## config.mk

```make
export PLATFORM = sky130hd
export DESIGN_NAME = dac_update_arbiter_flat
export DESIGN_NICKNAME = d
export VERILOG_FILES = /design/src/rtl/dac_update_arbiter_pkg.sv /design/src/rtl/dac_update_arbiter_if.sv /design/src/rtl/dac_update_arbiter_rr_arbiter.sv /design/src/rtl/dac_update_arbiter.sv /design/src/flat_wrapper.sv
export SDC_FILE = /design/constraint.sdc
export NUM_CORES = 1
export LEC_CHECK = 0
export ABC_AREA = 0
export BUFFER_PORTS_ARGS = -buffer_cell sky130_fd_sc_hd__buf_2
export CAP_MARGIN = 0
export CORE_MARGIN = 2
export CORE_UTILIZATION = 41
export DETAILED_ROUTE_END_ITERATION = 10
export PLACE_DENSITY = 0.69
export SLEW_MARGIN = 20
export SYNTH_ARGS = -nofsm -noshare
export SYNTH_HDL_FRONTEND = slang
export SYNTH_SLANG_ARGS = --single-unit
export TNS_END_PERCENT = 5
```

## constraint.sdc

```tcl
create_clock -name clk -period 6 [get_ports clk]
set_clock_uncertainty 0.1 [all_clocks]
set_input_delay 0 -clock clk [delete_from_list [all_inputs] [get_ports clk]]
set_output_delay 0 -clock clk [all_outputs]
set_load 0.02 [all_outputs]
```

## src/rtl/dac_update_arbiter_pkg.sv

```systemverilog
// Shared types and helpers for the DAC update arbiter: FSM state encoding,
// default sizing and round-robin pointer arithmetic.
package dac_update_arbiter_pkg;

  typedef enum logic [1:0] {
    ST_IDLE       = 2'd0,
    ST_LAUNCH     = 2'd1,
    ST_WAIT_START = 2'd2,
    ST_WAIT_DONE  = 2'd3
  } arb_state_t;

  localparam int DAC_DATA_WIDTH      = 16;
  localparam int DAC_TIMEOUT_DEFAULT = 4096;
  localparam int DAC_N_REQ_DEFAULT   = 4;

  function automatic int id_width(input int n);
    return (n > 1) ? $clog2(n) : 1;
  endfunction

  // Pointer to the requester after the winner, wrapping to 0.
  function automatic int rr_next(input int idx, input int n);
    return (idx >= n - 1) ? 0 : idx + 1;
  endfunction

endpackage

```

## src/rtl/dac_update_arbiter_if.sv

```systemverilog
// Requester and SPI-controller signals of the DAC update arbiter.
// slave: the arbiter itself; master: the requester / SPI controller side.
interface dac_update_arbiter_if
  import dac_update_arbiter_pkg::*;
#(
  parameter int N_REQ      = DAC_N_REQ_DEFAULT,
  parameter int DATA_WIDTH = DAC_DATA_WIDTH
) ();

  localparam int ID_W = id_width(N_REQ);

  logic [N_REQ-1:0]            req_i;
  logic [N_REQ*DATA_WIDTH-1:0] data_i;
  logic [N_REQ-1:0]            ack_o;
  logic [DATA_WIDTH-1:0]       spi_data_o;
  logic                        spi_renew_o;
  logic                        spi_busy_i;
  logic                        spi_en_o;
  logic [ID_W-1:0]             active_id_o;
  logic                        busy_o;
  logic                        err_timeout_o;
  logic                        err_clr_i;

  modport slave (
    input  req_i, data_i, spi_busy_i, err_clr_i,
    output ack_o, spi_data_o, spi_renew_o, spi_en_o, active_id_o, busy_o, err_timeout_o
  );

  modport master (
    output req_i, data_i, spi_busy_i, err_clr_i,
    input  ack_o, spi_data_o, spi_renew_o, spi_en_o, active_id_o, busy_o, err_timeout_o
  );

endinterface

```

## src/rtl/dac_update_arbiter_rr_arbiter.sv

```systemverilog
// Combinational round-robin picker: first requester at or after ptr, wrapping.
// Returns one-hot grant, its index and a valid flag.
module rr_arbiter
  import dac_update_arbiter_pkg::*;
#(
  parameter int N  = DAC_N_REQ_DEFAULT,
  localparam int IW = id_width(N)
) (
  input  logic [N-1:0]  req,
  input  logic [IW-1:0] ptr,
  output logic [N-1:0]  grant,
  output logic [IW-1:0] idx,
  output logic          valid
);

  logic [IW-1:0] hi_idx;
  logic [IW-1:0] lo_idx;
  logic          hi_vld;
  logic          lo_vld;

  // Two scans: lowest request at/above ptr wins, else lowest overall (wrap).
  always_comb begin
    hi_idx = '0;
    lo_idx = '0;
    hi_vld = 1'b0;
    lo_vld = 1'b0;
    for (int k = N - 1; k >= 0; k--) begin
      if (req[k]) begin
        lo_idx = IW'(k);
        lo_vld = 1'b1;
        if (IW'(k) >= ptr) begin
          hi_idx = IW'(k);
          hi_vld = 1'b1;
        end
      end
    end
  end

  always_comb begin
    grant = '0;
    valid = lo_vld;
    idx   = hi_vld ? hi_idx : lo_idx;
    if (lo_vld) grant[idx] = 1'b1;
  end

endmodule

```

## src/rtl/dac_update_arbiter.sv

```systemverilog
// Shares one SPI DAC controller between N_REQ requesters: round-robin grant,
// code capture, renew strobe, busy tracking with timeout, and completion ack.
module dac_update_arbiter
  import dac_update_arbiter_pkg::*;
#(
  parameter int N_REQ       = DAC_N_REQ_DEFAULT,
  parameter int DATA_WIDTH  = DAC_DATA_WIDTH,
  parameter int TIMEOUT_CYC = DAC_TIMEOUT_DEFAULT
) (
  input logic                 clk,
  input logic                 rst,
  dac_update_arbiter_if.slave bus
);

  localparam int IW = id_width(N_REQ);
  localparam int CW = $clog2(TIMEOUT_CYC) + 1;
  localparam logic [CW-1:0] CNT_LAST = CW'(TIMEOUT_CYC - 1);

  arb_state_t            state;
  logic [IW-1:0]         rr_ptr;
  logic [CW-1:0]         cnt;

  logic [N_REQ-1:0]      elig;
  logic [N_REQ-1:0]      grant;
  logic [IW-1:0]         grant_idx;
  logic                  grant_vld;
  logic [DATA_WIDTH-1:0] sel_data;

  logic [DATA_WIDTH-1:0] spi_data_q;
  logic [IW-1:0]         active_id_q;
  logic                  renew_q;
  logic                  en_q;
  logic                  busy_q;
  logic [N_REQ-1:0]      ack_q;
  logic                  err_q;

  function automatic logic [CW-1:0] cnt_sat_inc(input logic [CW-1:0] c);
    return (&c) ? c : c + CW'(1);
  endfunction

  function automatic logic [N_REQ-1:0] id_onehot(input logic [IW-1:0] id);
    logic [N_REQ-1:0] v;
    v     = '0;
    v[id] = 1'b1;
    return v;
  endfunction

  // A requester being acked this cycle cannot win again until it re-requests.
  assign elig = bus.req_i & ~ack_q;

  rr_arbiter #(.N(N_REQ)) u_rr (
    .req   (elig),
    .ptr   (rr_ptr),
    .grant (grant),
    .idx   (grant_idx),
    .valid (grant_vld)
  );

  always_comb begin
    sel_data = '0;
    for (int k = 0; k < N_REQ; k++) begin
      if (grant[k]) sel_data = sel_data | bus.data_i[k*DATA_WIDTH +: DATA_WIDTH];
    end
  end

  always_ff @(posedge clk or posedge rst) begin
    if (rst) begin
      state       <= ST_IDLE;
      rr_ptr      <= '0;
      cnt         <= '0;
      spi_data_q  <= '0;
      active_id_q <= '0;
      renew_q     <= 1'b0;
      en_q        <= 1'b0;
      busy_q      <= 1'b0;
      ack_q       <= '0;
      err_q       <= 1'b0;
    end else begin
      renew_q <= 1'b0;
      ack_q   <= '0;
      // A timeout later in this block overrides the clear.
      if (bus.err_clr_i) err_q <= 1'b0;

      case (state)
        ST_IDLE: begin
          if (grant_vld) begin
            spi_data_q  <= sel_data;
            active_id_q <= grant_idx;
            rr_ptr      <= IW'(rr_next(int'(grant_idx), N_REQ));
            en_q        <= 1'b1;
            busy_q      <= 1'b1;
            state       <= ST_LAUNCH;
          end
        end

        ST_LAUNCH: begin
          cnt     <= '0;
          renew_q <= 1'b1;
          state   <= bus.spi_busy_i ? ST_WAIT_DONE : ST_WAIT_START;
        end

        ST_WAIT_START: begin
          if (bus.spi_busy_i) begin
            cnt   <= '0;
            state <= ST_WAIT_DONE;
          end else if (cnt >= CNT_LAST) begin
            err_q  <= 1'b1;
            ack_q  <= id_onehot(active_id_q);
            en_q   <= 1'b0;
            busy_q <= 1'b0;
            state  <= ST_IDLE;
          end else begin
            cnt <= cnt_sat_inc(cnt);
          end
        end

        ST_WAIT_DONE: begin
          if (!bus.spi_busy_i) begin
            ack_q  <= id_onehot(active_id_q);
            en_q   <= 1'b0;
            busy_q <= 1'b0;
            state  <= ST_IDLE;
          end else if (cnt >= CNT_LAST) begin
            err_q  <= 1'b1;
            ack_q  <= id_onehot(active_id_q);
            en_q   <= 1'b0;
            busy_q <= 1'b0;
            state  <= ST_IDLE;
          end else begin
            cnt <= cnt_sat_inc(cnt);
          end
        end

        default: state <= ST_IDLE;
      endcase
    end
  end

  assign bus.ack_o         = ack_q;
  assign bus.spi_data_o    = spi_data_q;
  assign bus.spi_renew_o   = renew_q;
  assign bus.spi_en_o      = en_q;
  assign bus.active_id_o   = active_id_q;
  assign bus.busy_o        = busy_q;
  assign bus.err_timeout_o = err_q;

endmodule

```

## src/flat_wrapper.sv

```systemverilog
// flat-port wrapper written by rule: the top's interface ports become plain ports
module dac_update_arbiter_flat import dac_update_arbiter_pkg::*;
#(
  parameter int N_REQ       = DAC_N_REQ_DEFAULT,
  parameter int DATA_WIDTH  = DAC_DATA_WIDTH,
  parameter int TIMEOUT_CYC = DAC_TIMEOUT_DEFAULT
)
  (clk, rst, bus_req_i, bus_data_i, bus_spi_busy_i, bus_err_clr_i, bus_ack_o, bus_spi_data_o, bus_spi_renew_o, bus_spi_en_o, bus_active_id_o, bus_busy_o, bus_err_timeout_o);
  dac_update_arbiter_if #(.N_REQ(N_REQ), .DATA_WIDTH(DATA_WIDTH)) bus_i ();
  input logic clk;
  input logic rst;
  input wire logic [$bits(bus_i.req_i)-1:0] bus_req_i;
  input wire logic [$bits(bus_i.data_i)-1:0] bus_data_i;
  input wire logic [$bits(bus_i.spi_busy_i)-1:0] bus_spi_busy_i;
  input wire logic [$bits(bus_i.err_clr_i)-1:0] bus_err_clr_i;
  output wire logic [$bits(bus_i.ack_o)-1:0] bus_ack_o;
  output wire logic [$bits(bus_i.spi_data_o)-1:0] bus_spi_data_o;
  output wire logic [$bits(bus_i.spi_renew_o)-1:0] bus_spi_renew_o;
  output wire logic [$bits(bus_i.spi_en_o)-1:0] bus_spi_en_o;
  output wire logic [$bits(bus_i.active_id_o)-1:0] bus_active_id_o;
  output wire logic [$bits(bus_i.busy_o)-1:0] bus_busy_o;
  output wire logic [$bits(bus_i.err_timeout_o)-1:0] bus_err_timeout_o;
  assign bus_i.req_i = bus_req_i;
  assign bus_i.data_i = bus_data_i;
  assign bus_i.spi_busy_i = bus_spi_busy_i;
  assign bus_i.err_clr_i = bus_err_clr_i;
  assign bus_ack_o = bus_i.ack_o;
  assign bus_spi_data_o = bus_i.spi_data_o;
  assign bus_spi_renew_o = bus_i.spi_renew_o;
  assign bus_spi_en_o = bus_i.spi_en_o;
  assign bus_active_id_o = bus_i.active_id_o;
  assign bus_busy_o = bus_i.busy_o;
  assign bus_err_timeout_o = bus_i.err_timeout_o;
  dac_update_arbiter #(.N_REQ(N_REQ), .DATA_WIDTH(DATA_WIDTH), .TIMEOUT_CYC(TIMEOUT_CYC)) u_core (.clk(clk), .rst(rst), .bus(bus_i));
endmodule
```

==> results of run 1 <==
-- per-stage QoR --
| step | hold slack, ns | utilization, % | setup WS (ns) |
|---|---|---|---|
| 5_1_grt | 0.105 | 59.0 | 2.49 |
| 2_1_floorplan | -0.00102 | - | 3.45 |
| 6_report | 0.0724 | 59.0 | 2.74 |
| 3_5_place_dp | 0.0663 | 51.3 | 3.29 |
| 3_3_place_gp | 0.0630 | 51.3 | 3.38 |
| 4_1_cts | 0.0752 | 59.0 | 2.78 |
-- synth_stat cells (all sizes together), types with 2 or more instances --
master    n  area (µm²)
a211oi    3        22.5
a21oi    13        65.1
a221oi   18         158
a22o     17         149
a2bb2oi   3        26.3
a311oi    2        17.5
and2      3        21.3
buf       7        55.0
clkbuf   11        41.3
dfrtp    43        1080
ha       10         125
inv      10        37.5
mux2      2        26.3
mux2i     6        60.1
nand2    36         135
nand2b    7        43.8
nand3     6        35.0
nand3b    3        22.5
nand4     2        12.5
nor2      4        15.0
nor2b     5        43.8
nor3      4        25.0
o21a      2        15.0
o21ai    18        90.1
o21bai    2        15.0
o221ai    2        17.5
o22ai     4        25.0
o31ai     2        15.0
o32ai     2        25.0
or3b      2        17.5
-- power by group --
group | internal, W | switching, W | leakage [nW]
combinational | 0.000424 | 0.000510 | 1.04
clock | 0.000124 | 0.000106 | 0.0581
sequential | 0.000384 | 0.0000756 | 0.556
total | 0.000932 | 0.000691 | 1.66
-- worst register-to-register path, cell delays in order (launching register included) --
cell                            delay (ns)
sky130_fd_sc_hd__dfrtp_1              0.41
sky130_fd_sc_hd__nor2b_2              0.30
sky130_fd_sc_hd__o221ai_1             0.18
sky130_fd_sc_hd__a21oi_1              0.39
sky130_fd_sc_hd__inv_1                0.12
sky130_fd_sc_hd__ha_1                 0.45
sky130_fd_sc_hd__a22o_1               0.28
sky130_fd_sc_hd__a221oi_1             0.26
sky130_fd_sc_hd__dlygate4sd3_1        0.60
sky130_fd_sc_hd__o21ai_1              0.05
-- cell type report --
cell class	instances	area, µm²	share of cell area, %
multi-input cells	194	1390	39.0
flip-flops and latches	43	1080	30.3
repair buffers	134	851	23.9
well taps	75	93.8	2.64
clock buffers	5	68.8	1.94
clock inverters	3	43.8	1.23
inverters	10	37.5	1.06
-- routing by layer --
metal | up-vias | track usage (%)
met4 | 0 | 8.50
met2 | 78 | 35.9
met3 | 23 | 3.96
met5 | - | 0
met1 | 1242 | 27.1
li1 | 1247 | -
-- cells by family after synthesis --
logic type	after synthesis
fa+ha+maj	10
mux	8
compound gates	97
simple gates	79
buf+inv	28
flops	43
-- registers in the layout, summed over array words and instances, names as in the netlist --
signal                    count
u_core.bus.err_timeout_o      1
u_core.bus.active_id_o        2
u_core.bus.spi_renew_o        1
u_core.state                  2
u_core.bus.ack_o              4
u_core.cnt                   13
u_core.bus.busy_o             1
u_core.rr_ptr                 2
u_core.bus.spi_data_o        16
u_core.bus.spi_en_o           1
-- worst max path at each step --
stage	start	end	slack [ns]	depth (start not counted)
after floorplan	u_core.bus.ack_o[0]$_DFF_PP0_	u_core.bus.spi_data_o[0]$_DFFE_PP0P_	3.45	10
after global placement	u_core.bus.ack_o[0]$_DFF_PP0_	u_core.bus.spi_data_o[15]$_DFFE_PP0P_	3.38	8
after detailed placement	u_core.bus.ack_o[0]$_DFF_PP0_	u_core.bus.spi_data_o[15]$_DFFE_PP0P_	3.29	8
after CTS	u_core.bus.ack_o[0]$_DFF_PP0_	u_core.bus.spi_data_o[15]$_DFFE_PP0P_	2.78	9
after global routing	u_core.bus.ack_o[0]$_DFF_PP0_	u_core.bus.spi_data_o[6]$_DFFE_PP0P_	2.49	9
final	u_core.bus.ack_o[3]$_DFF_PP0_	u_core.bus.spi_data_o[6]$_DFFE_PP0P_	2.74	9
-- timing repair --
item | 4_1_cts | 5_1_grt
buffers inserted | 0 | 0
hold endpoints to repair | 60 | 0
hold buffers | 35 | 0
gates resized for setup | 0 | 0
==> impl_metrics.xml, run 1 <==
<?xml version="1.0" encoding="UTF-8"?>
<metrics>
  <group name="outcome">
    <metric name="outcome" unit="">completed</metric>
  </group>
  <group name="finish">
    <metric name="diodes" unit="">0</metric>
    <metric name="layout.cell_area.non_filler" unit="µm²">3560</metric>
    <metric name="most-common-layout-cells" unit="">sky130_fd_sc_hd__buf_2 (97), sky130_fd_sc_hd__dfrtp_1 (43), sky130_fd_sc_hd__nand2_1 (36)</metric>
    <metric name="finish.net_count" unit="">470</metric>
    <metric name="fillCellCount" unit="">540</metric>
    <metric name="stdcell_count" unit="">464</metric>
    <metric name="signed_area_change_from_the_synthesized_netlist_to_the_final_layout" unit="%">37.0</metric>
    <metric name="layout.cells.most_common" unit="">sky130_fd_sc_hd__buf_2</metric>
    <metric name="layout-drive-gt1-share" unit="%">30.6</metric>
  </group>
  <group name="clock_tree">
    <metric name="cts_tree" unit="">done</metric>
    <metric name="cts.sink_count" unit="">43</metric>
    <metric name="clk_latency" unit="ns">0.30</metric>
    <metric name="htree_num_levels" unit="">2</metric>
    <metric name="root_buffer" unit="">sky130_fd_sc_hd__clkbuf_8</metric>
    <metric name="worst_setup_hold_path_clk_slew" unit="ns">0.09</metric>
    <metric name="cts_made_buffers" unit="">5</metric>
    <metric name="ctsLongestPathBuffers" unit="">2</metric>
  </group>
  <group name="critical_path">
    <metric name="cpLargestDelayFamily" unit="">compound AO/OA/AOI/OAI gates</metric>
    <metric name="timing.critical_path.slowest_stage_cell" unit="">sky130_fd_sc_hd__dlygate4sd3_1</metric>
    <metric name="rr_startpoint" unit="">u_core.bus.ack_o[3]$_DFF_PP0_</metric>
    <metric name="critical_path_max_stage_delay" unit="ns">0.60</metric>
    <metric name="critical_path.reg2reg.endpoint" unit="">u_core.bus.spi_data_o[6]$_DFFE_PP0P_</metric>
    <metric name="timing.critical_path.fanout_max" unit="">16</metric>
    <metric name="required_time_of_the_worst_setup_path" unit="ns">6.08</metric>
    <metric name="cp_data_arrival_time" unit="ns">3.34</metric>
    <metric name="worstSetupEndpointType" unit="">flip-flop</metric>
    <metric name="reg2reg_setup_slack" unit="ns">2.74</metric>
    <metric name="critical_path.n_buffers_inverters" unit="">2</metric>
    <metric name="worst-setup-path-type" unit="">reg2reg</metric>
    <metric name="worst-r2r-cell-count" unit="">9</metric>
    <metric name="start_kind" unit="">flip-flop</metric>
    <metric name="crit_path_cell_trace" unit="">nor2b_2, o221ai_1, a21oi_1, inv_1, ha_1, a22o_1, a221oi_1, dlygate4sd3_1, o21ai_1</metric>
  </group>
  <group name="synth">
    <metric name="synth-seq-cells" unit="">43</metric>
    <metric name="synthMuxAreaShare" unit="%">3.33</metric>
    <metric name="synth_compound_gate_area_share" unit="%">28.4</metric>
    <metric name="synth_seq_area_share" unit="%">41.5</metric>
    <metric name="synth_enable_flop_cells" unit="">0</metric>
    <metric name="post_synth_fa_ha_maj_area_fraction" unit="%">4.82</metric>
    <metric name="synth_simple_gate_area_share" unit="%">16.8</metric>
    <metric name="synthXorXnorAreaFrac" unit="%">0</metric>
    <metric name="yosys_most_used_dff" unit="">sky130_fd_sc_hd__dfrtp_1</metric>
    <metric name="largest_family_of_logic_cells_by_synthesized_area" unit="">compound AO/OA/AOI/OAI gates</metric>
    <metric name="synthesis.instances" unit="">265</metric>
    <metric name="yosysWarningCount" unit="">0</metric>
    <metric name="cell_area_synth" unit="µm²">2590</metric>
    <metric name="synthesized_net_count" unit="">347</metric>
    <metric name="synthArstFlopShare" unit="%">100</metric>
    <metric name="synth.distinct_cells" unit="">59</metric>
    <metric name="avgSynthCellArea" unit="µm²">9.79</metric>
  </group>
  <group name="detailed_routing">
    <metric name="drt_drc_violations_left" unit="">0</metric>
    <metric name="route.vias.total" unit="">2590</metric>
    <metric name="route.met3.wl" unit="µm">283</metric>
    <metric name="routed.top_layer" unit="">met4</metric>
    <metric name="wl_met2" unit="mm">3.75</metric>
    <metric name="postRouteAntennaNets" unit="">0</metric>
    <metric name="first_pass_iters" unit="">4</metric>
    <metric name="wl_met1" unit="mm">3.18</metric>
    <metric name="route.detailed.wl_per_inst" unit="µm">16.0</metric>
    <metric name="postRouteWirelength" unit="mm">7.45</metric>
    <metric name="initialDrtViolationCount" unit="">144</metric>
    <metric name="post_drt_via_cell_ratio" unit="">5.58</metric>
  </group>
  <group name="sta">
    <metric name="final.period_utilization" unit="%">54.4</metric>
    <metric name="timing.final.crit_period" unit="ns">3.26</metric>
    <metric name="tightestPinTransition" unit="ns">0.666</metric>
    <metric name="timing.final.hold_violations" unit="">0</metric>
    <metric name="setup_violations" unit="">0</metric>
    <metric name="totalNegativeSetupSlack" unit="ns">0</metric>
    <metric name="setup_repair_after_global_routing_missed_its_margin" unit="">false</metric>
    <metric name="report.final.slew_viol_count" unit="">0</metric>
    <metric name="fmax" unit="GHz">0.307</metric>
    <metric name="slew_headroom" unit="%">55.5</metric>
  </group>
  <group name="power">
    <metric name="totalPowerFinal" unit="W">0.00162</metric>
    <metric name="vdd_ir_drop_max" unit="mV">0.370</metric>
    <metric name="power_density_relative_to_cell_area" unit="nW/µm²">457</metric>
    <metric name="static-leakage-power" unit="nW">1.66</metric>
  </group>
  <group name="grt">
    <metric name="number_of_antenna_violations_at_the_first_check_in_global_routing" unit="">0</metric>
    <metric name="grt_max_degree" unit="">44</metric>
    <metric name="grt_pass1_wl" unit="mm">12.2</metric>
    <metric name="globalRoute.totalOverflow" unit="">0</metric>
    <metric name="grt_usage" unit="%">21.3</metric>
    <metric name="grt_pass1_vias" unit="">2605</metric>
  </group>
  <group name="floorplan">
    <metric name="placement_rows" unit="">28</metric>
    <metric name="die_w" unit="µm">83.6</metric>
    <metric name="die_height" unit="µm">83.6</metric>
    <metric name="core-area" unit="µm²">6030</metric>
    <metric name="boundaryPins" unit="">98</metric>
    <metric name="floorplan.initialDensity" unit="%">43.1</metric>
    <metric name="design.die.area" unit="µm²">6980</metric>
  </group>
  <group name="run">
    <metric name="max-cap-violations" unit="">0</metric>
  </group>
  <group name="placement">
    <metric name="gpl.final_weighted_congestion" unit="">0.873</metric>
    <metric name="dpl.hpwl" unit="mm">5.14</metric>
    <metric name="io_buffer_count" unit="">97</metric>
    <metric name="placedCellCount" unit="">421</metric>
    <metric name="place_area" unit="µm²">3090</metric>
  </group>
  <group name="hold_path">
    <metric name="worstHoldPathCells" unit="">3</metric>
    <metric name="worstHoldPathType" unit="">in2reg</metric>
    <metric name="min_to" unit="">u_core.bus.busy_o$_DFFE_PP0P_</metric>
    <metric name="hold_path.startpoint" unit="">bus_spi_busy_i</metric>
  </group>
</metrics>
Note: power is estimated with default switching activity, not from simulation.
==> inputs of run 2 (changes only) <==
--- a/config.mk
+++ b/config.mk
@@ -11,7 +11,7 @@
 export CORE_MARGIN = 2
 export CORE_UTILIZATION = 41
 export DETAILED_ROUTE_END_ITERATION = 10
-export PLACE_DENSITY = 0.69
+export PLACE_DENSITY = 0.71
 export SLEW_MARGIN = 20
 export SYNTH_ARGS = -nofsm -noshare
 export SYNTH_HDL_FRONTEND = slang
==> constraint.sdc (replaced) <==
create_clock -name clk -period 2.7 [get_ports clk]
set_clock_uncertainty 0.1 [all_clocks]
set_input_delay 0 -clock clk [delete_from_list [all_inputs] [get_ports clk]]
set_output_delay 0 -clock clk [all_outputs]
set_load 0.02 [all_outputs]
==> impl_metrics.xml, run 2 (synthesis gave the netlist of run 1 again) <==
<?xml version="1.0" encoding="UTF-8"?>
<metrics>
  <group name="critical_path">
    <metric name="critical_path_max_stage_delay" unit="ns">0.53</metric>
    <metric name="timing.critical_path.slowest_stage_cell" unit="">sky130_fd_sc_hd__ha_1</metric>
    <metric name="required_time_of_the_worst_setup_path" unit="ns">2.84</metric>
    <metric name="crit_path_cell_trace" unit="">nor2b_2, a211oi_1, o32ai_1, buf_4, ha_1, a22o_1, a221oi_1, o21ai_1</metric>
    <metric name="cp_data_arrival_time" unit="ns">2.71</metric>
    <metric name="timing.critical_path.fanout_max" unit="">16</metric>
    <metric name="worstSetupEndpointType" unit="">flip-flop</metric>
    <metric name="start_kind" unit="">flip-flop</metric>
    <metric name="worst-setup-path-type" unit="">reg2reg</metric>
  </group>
  <group name="finish">
    <metric name="layout.cells.most_common" unit="">sky130_fd_sc_hd__buf_2</metric>
    <metric name="signed_area_change_from_the_synthesized_netlist_to_the_final_layout" unit="%">50.7</metric>
    <metric name="fillCellCount" unit="">470</metric>
    <metric name="layout-drive-gt1-share" unit="%">29.2</metric>
    <metric name="finish.net_count" unit="">505</metric>
    <metric name="most-common-layout-cells" unit="">sky130_fd_sc_hd__buf_2 (97), sky130_fd_sc_hd__dlygate4sd3_1 (66), sky130_fd_sc_hd__dfrtp_1 (43)</metric>
    <metric name="max_ffs_per_register" unit="">16</metric>
  </group>
  <group name="placement">
    <metric name="io_buffer_count" unit="">97</metric>
    <metric name="gpl.final_weighted_congestion" unit="">0.878</metric>
    <metric name="dpl.hpwl" unit="mm">5.26</metric>
    <metric name="place_worst_setup_slack" unit="ns">0.204</metric>
  </group>
  <group name="grt">
    <metric name="number_of_antenna_violations_at_the_first_check_in_global_routing" unit="">3</metric>
    <metric name="grt_pass1_wl" unit="mm">14.3</metric>
    <metric name="grt_pass1_vias" unit="">2963</metric>
    <metric name="globalRoute.totalOverflow" unit="">0</metric>
    <metric name="grt_max_degree" unit="">38</metric>
    <metric name="grt_usage" unit="%">25.4</metric>
  </group>
  <group name="clock_tree">
    <metric name="postCtsSetupRepairBufs" unit="">0</metric>
    <metric name="cts.sink_count" unit="">43</metric>
    <metric name="root_buffer" unit="">sky130_fd_sc_hd__clkbuf_8</metric>
    <metric name="ctsLongestPathBuffers" unit="">2</metric>
    <metric name="htree_num_levels" unit="">2</metric>
    <metric name="worst_setup_hold_path_clk_slew" unit="ns">0.10</metric>
    <metric name="cts_tree" unit="">done</metric>
    <metric name="clk_latency" unit="ns">0.31</metric>
    <metric name="cts_made_buffers" unit="">5</metric>
  </group>
  <group name="sta">
    <metric name="report.final.slew_viol_count" unit="">0</metric>
    <metric name="slew_headroom" unit="%">37.1</metric>
    <metric name="setup_violations" unit="">0</metric>
    <metric name="tightestPinTransition" unit="ns">0.938</metric>
    <metric name="totalNegativeSetupSlack" unit="ns">0</metric>
    <metric name="timing.final.hold_violations" unit="">0</metric>
    <metric name="timing.final.crit_period" unit="ns">2.57</metric>
    <metric name="setup_repair_after_global_routing_missed_its_margin" unit="">false</metric>
    <metric name="final.period_utilization" unit="%">95.2</metric>
    <metric name="layout_setup_ws" unit="ns">0.131</metric>
    <metric name="fmax" unit="GHz">0.389</metric>
  </group>
  <group name="detailed_routing">
    <metric name="postRouteAntennaNets" unit="">0</metric>
    <metric name="route.detailed.wl_per_inst" unit="µm">17.6</metric>
    <metric name="route.vias.total" unit="">2820</metric>
    <metric name="drt_drc_violations_left" unit="">0</metric>
    <metric name="postRouteWirelength" unit="mm">8.81</metric>
    <metric name="initialDrtViolationCount" unit="">132</metric>
    <metric name="post_drt_via_cell_ratio" unit="">5.62</metric>
    <metric name="first_pass_iters" unit="">4</metric>
  </group>
  <group name="power">
    <metric name="static-leakage-power" unit="nW">1.82</metric>
    <metric name="totalPowerFinal" unit="W">0.00355</metric>
    <metric name="power_density_relative_to_cell_area" unit="nW/µm²">907</metric>
    <metric name="vdd_ir_drop_max" unit="mV">0.755</metric>
  </group>
  <group name="run">
    <metric name="max-cap-violations" unit="">0</metric>
  </group>
  <group name="hold_path">
    <metric name="worstHoldPathType" unit="">in2reg</metric>
  </group>
  <group name="floorplan">
    <metric name="placement_rows" unit="">28</metric>
    <metric name="boundaryPins" unit="">98</metric>
    <metric name="die_w" unit="µm">83.6</metric>
    <metric name="core-area" unit="µm²">6030</metric>
    <metric name="design.die.area" unit="µm²">6980</metric>
    <metric name="die_height" unit="µm">83.6</metric>
    <metric name="floorplan.initialDensity" unit="%">43.1</metric>
  </group>
  <group name="outcome">
    <metric name="outcome" unit="">completed</metric>
  </group>
</metrics>
run 2: cell count changes in the layout (fill, tap and decap cells not counted):
cell / previous run / this run
sky130_fd_sc_hd__clkbuf_8: 5 / 6
sky130_fd_sc_hd__ha_1: 10 / 9
sky130_fd_sc_hd__clkinv_4: 1 / 0
sky130_fd_sc_hd__dlygate4sd3_1: 35 / 66
sky130_fd_sc_hd__buf_4: 2 / 6
sky130_fd_sc_hd__diode_2: 0 / 3
sky130_fd_sc_hd__ha_2: 0 / 1
run 2: critical path: cells and delay by family (launching register included):
| kind | cells | cell delay, ns |
|---|---|---|
| and+or+nand+nor | 1 | 0.26 |
| AOI/OAI and AO/OA | 5 | 1.01 |
| buffers and inverters | 1 | 0.19 |
| DFF | 1 | 0.41 |
| adders and majority gates | 1 | 0.53 |
run 2: final timing paths:
| check | start | to | slack, ns | depth (start not counted) |
|---|---|---|---|---|
| max in group asynchronous | rst | u_core.bus.spi_data_o[11]$_DFFE_PP0P_ | 1.56 | 4 |
| worst max-delay path | u_core.bus.ack_o[0]$_DFF_PP0_ | u_core.bus.spi_data_o[5]$_DFFE_PP0P_ | 0.13 | 8 |
| worst max register to register | u_core.bus.ack_o[0]$_DFF_PP0_ | u_core.bus.spi_data_o[5]$_DFFE_PP0P_ | 0.13 | 8 |
| worst min-delay path | bus_data_i[30] | u_core.bus.spi_data_o[14]$_DFFE_PP0P_ | 0.01 | 4 |
| worst min register to register | u_core.bus.spi_data_o[3]$_DFFE_PP0P_ | u_core.bus.spi_data_o[3]$_DFFE_PP0P_ | 0.39 | 2 |
| min in group asynchronous | rst | u_core.bus.spi_data_o[7]$_DFFE_PP0P_ | 0.22 | 3 |
run 2: repair_timing:
| item | 4_1_cts | 5_1_grt |
|---|---|---|
| hold buffers | 66 | 0 |
| setup endpoints to repair | 0 | 3 |
| hold endpoints to repair | 42 | 0 |
| gates resized for setup | 0 | 1 |
run 2: through the flow:
stage | area (µm²) | cells | hold slack (ns) | utilization (%)
6_report | 3910 | 502 | 0.0124 | 64.9
3_5_place_dp | 3120 | 425 | 0.0447 | 51.8
2_1_floorplan | 2590 | 265 | -0.00102 | -
4_1_cts | 3900 | 499 | 0.00730 | 64.7
3_3_place_gp | 3120 | 425 | 0.0312 | 51.8
5_1_grt | 3910 | 502 | 0.0234 | 64.9
run 2: power breakdown:
| group | internal, W | switching (W) | leakage (nW) |
|---|---|---|---|
| Clock | 0.000300 | 0.000240 | 0.0612 |
| Combinational | 0.000825 | 0.00116 | 1.20 |
| Sequential | 0.000854 | 0.000172 | 0.556 |
| Total | 0.00198 | 0.00157 | 1.82 |
run 2: metal layers:
layer,routed length [µm],up-vias,track usage (%)
li1,-,1319,-
met1,3430,1327,28.8
met2,4350,122,43.2
met3,427,52,4.55
met4,610,0,17.6
met5,0,-,0
run 2: final cells by class:
class | instances | area, µm² | share of cell area, %
antenna | 3 | 7.51 | 0.192
clock buffer | 6 | 82.6 | 2.11
clock inverter | 2 | 35.0 | 0.896
inverter | 10 | 37.5 | 0.960
multi-input combinational | 194 | 1390 | 35.5
sequential | 43 | 1080 | 27.5
tap | 75 | 93.8 | 2.40
timing repair buffer | 169 | 1190 | 30.5
